--- config.mk ---
export PLATFORM = sky130hd
export DESIGN_NAME = apb_master
export DESIGN_NICKNAME = d
export VERILOG_FILES = /design/src/rtl/apb_master.sv
export SDC_FILE = /design/constraint.sdc
export NUM_CORES = 1
export LEC_CHECK = 0
export ABC_CLOCK_PERIOD_IN_PS = 4200
export BUFFER_PORTS_ARGS = -buffer_cell sky130_fd_sc_hd__clkbuf_2
export CELL_PAD_IN_SITES_DETAIL_PLACEMENT = 1
export CELL_PAD_IN_SITES_GLOBAL_PLACEMENT = 2
export CORE_MARGIN = 3
export CORE_UTILIZATION = 29
export DETAILED_ROUTE_END_ITERATION = 8
export GPL_TIMING_DRIVEN = 0
export PLACE_DENSITY = 0.95
export SKIP_LAST_GASP = 1
export SLEW_MARGIN = 15
export SYNTH_ARGS = -nofsm -noshare
export SYNTH_HDL_FRONTEND = slang
export SYNTH_SLANG_ARGS = --single-unit
--- constraint.sdc ---
create_clock -name PCLK -period 4.2 [get_ports PCLK]
set_input_delay 0.21 -clock PCLK [delete_from_list [all_inputs] [get_ports PCLK]]
set_output_delay 0.21 -clock PCLK [all_outputs]
set_load 0.005 [all_outputs]
--- src/rtl/apb_master.sv ---
// apb_master: single-initiator APB4 master.
//
// Accepts requests on a valid/ready port and runs them as APB SETUP/ACCESS
// transfers. Each completed transfer returns read data and error status on a
// one-cycle response strobe.
//
// Ports:
//   PRESETn, PCLK          asynchronous active-low reset, clock
//   req_valid/req_ready    request handshake (accepted when both high)
//   req_addr, req_write, req_wdata, req_strb, req_prot
//                          request fields, captured on acceptance
//   rsp_valid              one-cycle response strobe (no back-pressure)
//   rsp_rdata, rsp_err     read data (0 for writes), PSLVERR or timeout;
//                          both hold until the next response
//   PSEL, PENABLE, PADDR, PWRITE, PSTRB, PPROT, PWDATA
//                          APB requester outputs, all registered
//   PRDATA, PREADY, PSLVERR
//                          APB completer inputs
//
// Build option:
//   APB_MASTER_TIMEOUT_EN  when defined, an ACCESS phase that sees no PREADY
//                          for TIMEOUT_CYCLES cycles is aborted and answered
//                          with rsp_err=1. Undefined: ACCESS waits forever.

module apb_master #(
    parameter int PADDR_SIZE     = 32,
    parameter int PDATA_SIZE     = 32,
    parameter int TIMEOUT_CYCLES = 128
) (
    input  logic                      PRESETn,
    input  logic                      PCLK,

    input  logic                      req_valid,
    output logic                      req_ready,
    input  logic [PADDR_SIZE-1:0]     req_addr,
    input  logic                      req_write,
    input  logic [PDATA_SIZE-1:0]     req_wdata,
    input  logic [PDATA_SIZE/8-1:0]   req_strb,
    input  logic [2:0]                req_prot,

    output logic                      rsp_valid,
    output logic [PDATA_SIZE-1:0]     rsp_rdata,
    output logic                      rsp_err,

    output logic                      PSEL,
    output logic                      PENABLE,
    output logic [PADDR_SIZE-1:0]     PADDR,
    output logic                      PWRITE,
    output logic [PDATA_SIZE/8-1:0]   PSTRB,
    output logic [2:0]                PPROT,
    output logic [PDATA_SIZE-1:0]     PWDATA,
    input  logic [PDATA_SIZE-1:0]     PRDATA,
    input  logic                      PREADY,
    input  logic                      PSLVERR
);

    localparam int SW = PDATA_SIZE / 8;

    if ((PDATA_SIZE % 8) != 0 || TIMEOUT_CYCLES < 1) begin : g_param_check
        $error("apb_master: PDATA_SIZE must be a multiple of 8 and TIMEOUT_CYCLES >= 1");
    end

    typedef enum logic [1:0] {
        IDLE   = 2'd0,
        SETUP  = 2'd1,
        ACCESS = 2'd2
    } state_t;

    state_t                  state_q, state_d;
    logic                    psel_q, psel_d;
    logic                    penable_q, penable_d;
    logic [PADDR_SIZE-1:0]   paddr_q, paddr_d;
    logic                    pwrite_q, pwrite_d;
    logic [SW-1:0]           pstrb_q, pstrb_d;
    logic [2:0]              pprot_q, pprot_d;
    logic [PDATA_SIZE-1:0]   pwdata_q, pwdata_d;
    logic                    rsp_valid_q, rsp_valid_d;
    logic [PDATA_SIZE-1:0]   rsp_rdata_q, rsp_rdata_d;
    logic                    rsp_err_q, rsp_err_d;

    logic                    ready;
    logic                    accept;
    logic                    tmo_expired;

`ifdef APB_MASTER_TIMEOUT_EN
    localparam int TW = $clog2(TIMEOUT_CYCLES + 1);

    logic [TW-1:0]           tmo_q, tmo_d;

    // The counter reads 1 in the last permitted wait cycle; PREADY in that
    // same cycle still wins over the abort.
    assign tmo_expired = (state_q == ACCESS) && !PREADY && (tmo_q == TW'(1));
`else
    assign tmo_expired = 1'b0;
`endif

    // Ready depends only on state and PREADY, never on req_valid. PRESETn
    // gating keeps it low while reset is held.
    assign ready  = PRESETn && ((state_q == IDLE) || ((state_q == ACCESS) && PREADY));
    assign accept = ready && req_valid;

    always_comb begin
        state_d     = state_q;
        psel_d      = psel_q;
        penable_d   = penable_q;
        paddr_d     = paddr_q;
        pwrite_d    = pwrite_q;
        pstrb_d     = pstrb_q;
        pprot_d     = pprot_q;
        pwdata_d    = pwdata_q;
        rsp_valid_d = 1'b0;
        rsp_rdata_d = rsp_rdata_q;
        rsp_err_d   = rsp_err_q;
`ifdef APB_MASTER_TIMEOUT_EN
        tmo_d       = tmo_q;
`endif

        case (state_q)
            IDLE: begin
                // Acceptance handled below.
            end

            SETUP: begin
                penable_d = 1'b1;
                state_d   = ACCESS;
`ifdef APB_MASTER_TIMEOUT_EN
                tmo_d     = TW'(TIMEOUT_CYCLES);
`endif
            end

            ACCESS: begin
                if (PREADY || tmo_expired) begin
                    rsp_valid_d = 1'b1;
                    rsp_rdata_d = (PREADY && !pwrite_q) ? PRDATA : '0;
                    rsp_err_d   = PREADY ? PSLVERR : 1'b1;
                    // Return to IDLE; an accepted follow-on request below
                    // overrides this and goes straight to SETUP.
                    state_d     = IDLE;
                    psel_d      = 1'b0;
                    penable_d   = 1'b0;
                    pstrb_d     = '0;
                    pwdata_d    = '0;
                end
`ifdef APB_MASTER_TIMEOUT_EN
                else begin
                    tmo_d = tmo_q - TW'(1);
                end
`endif
            end

            default: begin
                state_d   = IDLE;
                psel_d    = 1'b0;
                penable_d = 1'b0;
            end
        endcase

        if (accept) begin
            state_d   = SETUP;
            psel_d    = 1'b1;
            penable_d = 1'b0;
            paddr_d   = req_addr;
            pwrite_d  = req_write;
            pprot_d   = req_prot;
            // Reads drive all-zero strobes and data.
            pstrb_d   = req_write ? req_strb  : '0;
            pwdata_d  = req_write ? req_wdata : '0;
        end
    end

    always_ff @(posedge PCLK or negedge PRESETn) begin
        if (!PRESETn) begin
            state_q     <= IDLE;
            psel_q      <= 1'b0;
            penable_q   <= 1'b0;
            paddr_q     <= '0;
            pwrite_q    <= 1'b0;
            pstrb_q     <= '0;
            pprot_q     <= '0;
            pwdata_q    <= '0;
            rsp_valid_q <= 1'b0;
            rsp_rdata_q <= '0;
            rsp_err_q   <= 1'b0;
        end else begin
            state_q     <= state_d;
            psel_q      <= psel_d;
            penable_q   <= penable_d;
            paddr_q     <= paddr_d;
            pwrite_q    <= pwrite_d;
            pstrb_q     <= pstrb_d;
            pprot_q     <= pprot_d;
            pwdata_q    <= pwdata_d;
            rsp_valid_q <= rsp_valid_d;
            rsp_rdata_q <= rsp_rdata_d;
            rsp_err_q   <= rsp_err_d;
        end
    end

`ifdef APB_MASTER_TIMEOUT_EN
    always_ff @(posedge PCLK or negedge PRESETn) begin
        if (!PRESETn) begin
            tmo_q <= '0;
        end else begin
            tmo_q <= tmo_d;
        end
    end
`endif

    assign req_ready = ready;
    assign rsp_valid = rsp_valid_q;
    assign rsp_rdata = rsp_rdata_q;
    assign rsp_err   = rsp_err_q;
    assign PSEL      = psel_q;
    assign PENABLE   = penable_q;
    assign PADDR     = paddr_q;
    assign PWRITE    = pwrite_q;
    assign PSTRB     = pstrb_q;
    assign PPROT     = pprot_q;
    assign PWDATA    = pwdata_q;

endmodule

Word level (Yosys, flattened, before mapping)

Index checks and enable logic that the tools add are counted.

Register bits: 110
Input bits: 109
Output and inout bits: 109
Word-level logic and storage cells: 49

Equal/unequal tests: 5
Mux-type cells: 19
Reduce and logical (&&, ||, !) cells: 14

Operators with widths:

| kind                                                                     | number |
|---|---|
| 32-bit two-way mux                                                       | 5 |
| 4-bit two-way mux                                                        | 4 |
| 2-bit AND reduction                                                      | 4 |
| 2-bit one-hot mux with 3 select lines                                    | 1 |
| 1-bit two-way mux                                                        | 5 |
| 1-bit logical AND                                                        | 4 |
| 2-bit two-way mux                                                        | 2 |
| 2-bit nonzero test                                                       | 2 |
| 3-bit inequality test (second input constant)                            | 1 |
| 1-bit one-hot mux with 3 select lines                                    | 1 |
| 2-bit by 1-bit == test with 1-bit output (second input constant)         | 1 |
| 2-bit == test (second input constant)                                    | 1 |
| 2-bit zero test                                                          | 1 |
| 2-bit by 1-bit inequality test with 1-bit output (second input constant) | 1 |
| 2-bit inequality test (second input constant)                            | 1 |
| 1-bit one-hot mux with 2 select lines                                    | 1 |
| 2-bit OR reduction                                                       | 1 |
| 1-bit zero test                                                          | 1 |
| 1-bit logical OR                                                         | 1 |

Logic depth before layout (Yosys ltp)

Depth after elaboration: 7
Mapped depth: 5
Mapped depth without buffers: 4

Least setup slack after synthesis

No wires, ideal clock.

Path kind: register to register
Start point: reg state_q[0]
End point: reg paddr_q[10], in the netlist PADDR[10]
Library setup time: 0.127 ns
Arrival time: 1.280 ns
Data required time: 4.073 ns
Path slack: 2.792 ns
Cell stages (with the launch flop): 6
Path buffers: 1
Period minus slack after synthesis: 1.408 ns
Path through: dfrtp_1 > nor2b_1 > nand3_2 > inv_4 > buf_6 > mux2_1

Word-level cells in the longest chain between the ends: 5
Elaborated cells between the ends (all ways): 6
Those cells by class: 1 x eq/ne; 5 x reduce/logical

RTL lines:

| item                   | line | text |
|---|---|---|
| from (decl)            | 69   | `state_t state_q, state_d;` |
| from (signal assigned) | 185  | `state_q <= state_d;` |
| 2-bit == test          | 99   | `assign ready = PRESETn && ((state_q == IDLE) \|\| ((state_q == ACCESS) && PREADY));` |
| 1-bit logical AND      | 99   |  |
| 1-bit logical OR (*)   | 99   |  |
| 1-bit logical AND (*)  | 99   |  |
| 1-bit logical AND (*)  | 100  | `assign accept = ready && req_valid;` |
| to (signal assigned)   | 188  | `paddr_q <= paddr_d;` |
| to (decl)              | 72   | `logic [PADDR_SIZE-1:0] paddr_q, paddr_d;` |

Mark *: on every way between the ends. The rest lies on a longest branch, timed or not.
A chain may end at the register's enable or synchronous reset.

Worst setup path after layout

Start point: in PRESETn
End point: reg paddr_q[10], in the netlist PADDR[10]

Word-level cells in the longest chain between the ends: 2

RTL lines:

| item              | line | text |
|---|---|---|
| from (decl)       | 30   | `input logic PRESETn,` |
| 1-bit logical AND | 99   |  |
| 1-bit logical AND | 100  |  |

Every way passes these cells.

==> results.yml <==
synthesis:
  async_reset_ff_frac: 1.00
  ys_warn_count: 0
  synth_most_common_cell: "dfrtp_1"
  synth_seq_cells: 109
  syn_area_per_cell_sq_um: 13.4
  yosysTopAreaCell: "dfrtp_1"
  synth.distinct_cells: 21
  synth_area_sq_um: 4180
  synth_edf_count: 0
  synthTopCellsByArea: "dfrtp_1, mux2_1, a22o_1, nand2b_1, o21ai_0"
  ys_seq_area_frac: 0.653
  yosys.area.top_type_share: 0.653
  yosys-top-cells-count: "dfrtp_1, a22o_1, nand2_1"
  syn_nets: 422
  synthesis.instances: 313
  synth_flop_cell: "dfrtp_1"
final_layout:
  fin_nets: 652
  drive_gt1_frac: 0.473
  n_antenna_cell: 0
  syn_to_final_growth_pct: 39.9
  n_fill_cell: 1565
  fin_cells: 728
sta:
  finalCriticalPeriod_ns: 2.01
  whs_ns: 0.0750
  setup_tns_ns: 0
  maxSlewHeadroom: 0.696
  finalHoldViolCount: 0
  grt_setup_unrepaired: "false"
  period_share: 0.479
  fin_worst_skew_ns: 0.0103
  tightest_slew_ns: 0.457
  setup_viol: 0
  fmax_mhz: 497
  slew_violations: 0
floorplanning:
  start_util: 0.299
  die-area_sq_um: 15900
  core_sq_um: 14000
  rows: 43
  die_w_um: 126
  dieHeight_um: 126
  num_io_pins: 218
clocking:
  cts_tree: "done"
  clk_latency_ns: 0.35
  cts-root-buf: "clkbuf_16"
  h-tree-depth: 3
  cts_made_buffers: 9
  ctsLongestPathBuffers: 2
  cts_sinks: 109
  clkTransAtPathRegs_ns: 0.08
grt:
  grt.overflow.total: 0
  grt_max_degree: 72
  grtUsageTotal: 0.151
  antenna_found_initial: 0
  grt_pass1_wl_um: 19200
  grt_pass1_vias: 3685
pwr:
  combPwrFrac: 0.231
  swShare: 0.285
  p_int_mw: 2.14
  p_leak_nw: 3.07
  powerDensity_nw_per_um2: 513
  p_sw_mw: 0.855
  clock_power_share: 0.292
  p_seq_frac: 0.477
  vdd_drop_max_mv: 0.174
setup_path:
  critPathRequiredTime_ns: 4.43
  path_max_fanout: 41
  path_buf_inv: 4
  crit_chain: "dlygate4sd3_1, clkbuf_8, nor2b_1, nand3_2, inv_4, buf_6, mux2_1"
  start_kind: "input pin"
  setup.worst_path.end_class: "register"
  crit_family: "buffers and inverters"
  slowest_delay_ns: 0.54
  r2r_slack_ns: 2.59
  worst_ep_arrival_time_ns: 2.24
  path_class: "input pin to register"
  critPathSlowestCell: "dlygate4sd3_1"
outcome:
  outcome: "complete, no violations"
job:
  maxCapViolCount: 0
route:
  first_iter_violations: 112
  vias_per_cell: 4.53
  finalWirelength_um: 12100
  avgRoutedWirePerCell_um: 16.7
  dr.pass1.iters: 4
  ant_nets: 0
  drcViolationCount: 0
  vias: 3295
hold_path:
  worstHoldPathType: "input pin to register"
placement:
  gp_congestion: 0.766
  hpwl_um: 9530
  dp_cells: 711
  numPortBuffers: 217
## layout make-up
| type | instances | area [sq um] | share of cell area |
|---|---|---|---|
| flip-flops and latches | 109 | 2730 | 0.467 |
| multi-input cells | 181 | 1290 | 0.221 |
| repair buffers | 219 | 1130 | 0.194 |
| clock buffers | 10 | 239 | 0.0409 |
| well taps | 180 | 225 | 0.0385 |
| plain buffers | 21 | 153 | 0.0261 |
| clock inverters | 6 | 68.8 | 0.0118 |
| inverters | 2 | 10.0 | 0.00171 |
## power by group through the flow
| stage | combinational (mW) | sequential [mW] | clock, mW |
|---|---|---|---|
| global route | 0.779 | 1.46 | 0.947 |
| detailed placement | 0.714 | 1.45 | 0 |
| CTS | 0.716 | 1.44 | 0.904 |
| global placement | 0.675 | 1.43 | 0 |
| finish | 0.692 | 1.43 | 0.875 |
| floorplan | 0.267 | 1.45 | 0 |
## cell families (layout without fill, tap and decap cells)
family,Yosys count,in the layout,synth area share
DFF,109,109,0.653
and+or+nand+nor,73,73,0.0901
buffers and inverters,23,258,0.0389
AOI/OAI and AO/OA,71,71,0.119
muxes,37,37,0.0994
## state kept, by name, summed over array words and instances, names as in the netlist
name / flops
PADDR: 32
PWDATA: 32
rsp_rdata: 32
PSTRB: 4
PPROT: 3
PENABLE: 1
PSEL: 1
PWRITE: 1
rsp_err: 1
rsp_valid: 1
state_q: 1
## metrics by stage
stage	instance area [sq um]	power (mW)	setup slack [ns]	utilization
after global routing	5840	3.19	2.07	0.418
after CTS	5840	3.06	2.14	0.418
after detailed placement	5530	2.17	2.33	0.395
after floorplan	4180	1.72	2.79	-
final	5840	3.00	2.19	0.418
after global placement	5490	2.11	0.613	0.392
## what timing repair did
item	in CTS	in global routing
hold buffers	1	0
buffers inserted	0	0
hold endpoints to repair	38	0
gates resized for setup	0	0
setup endpoints to repair	0	0
## cell usage in the layout (no fill, tap or decap)
cell,count
nor2b_1,1
a21o_1,1
o21ai_0,33
clkbuf_1,5
inv_6,2
mux2i_1,1
buf_4,4
clkbuf_2,216
clkinv_2,1
o31a_1,1
mux2_2,7
nand3b_1,1
and2_1,1
nand3_2,1
bufinv_16,1
clkinv_4,1
buf_6,7
inv_4,1
dlygate4sd3_1,1
mux2_1,29
inv_1,1
dfrtp_1,109
nand2b_1,33
buf_16,1
clkbuf_16,9
clkbuf_8,2
nand2_1,35
buf_2,5
clkinvlp_4,1
and4_1,1
a22o_1,36
## path summary, 6_finish.rpt
| kind | startpoint | end | cells after the start |
|---|---|---|---|
| min in group asynchronous | PRESETn | rsp_rdata[11] | 2 |
| worst min-delay path | req_wdata[11] | PWDATA[11] | 2 |
| worst max-delay path | PRESETn | PADDR[10] | 7 |
| worst max register to register | state_q[0] | PADDR[10] | 5 |
| worst min register to register | PSEL | PSEL | 2 |
| max in group asynchronous | PRESETn | PADDR[14] | 3 |
## per-layer routing
metal / vias to the layer above / share of wire / routed length [um] / track usage
met1: 1617 / 0.41 / 4940 / 0.180
met3: 16 / 0.055 / 673 / 0.0335
met5: - / 0 / 0 / 0
li1: 1546 / - / - / -
met2: 116 / 0.52 / 6280 / 0.266
met4: 0 / 0.020 / 239 / 0.0587
## worst reg2reg max path, stage by stage, from the launching register on
cell,delay [ns]
dfrtp_1,0.42
nor2b_1,0.22
nand3_2,0.17
inv_4,0.17
buf_6,0.18
mux2_1,0.35
Power figures use the tool's default switching activity.
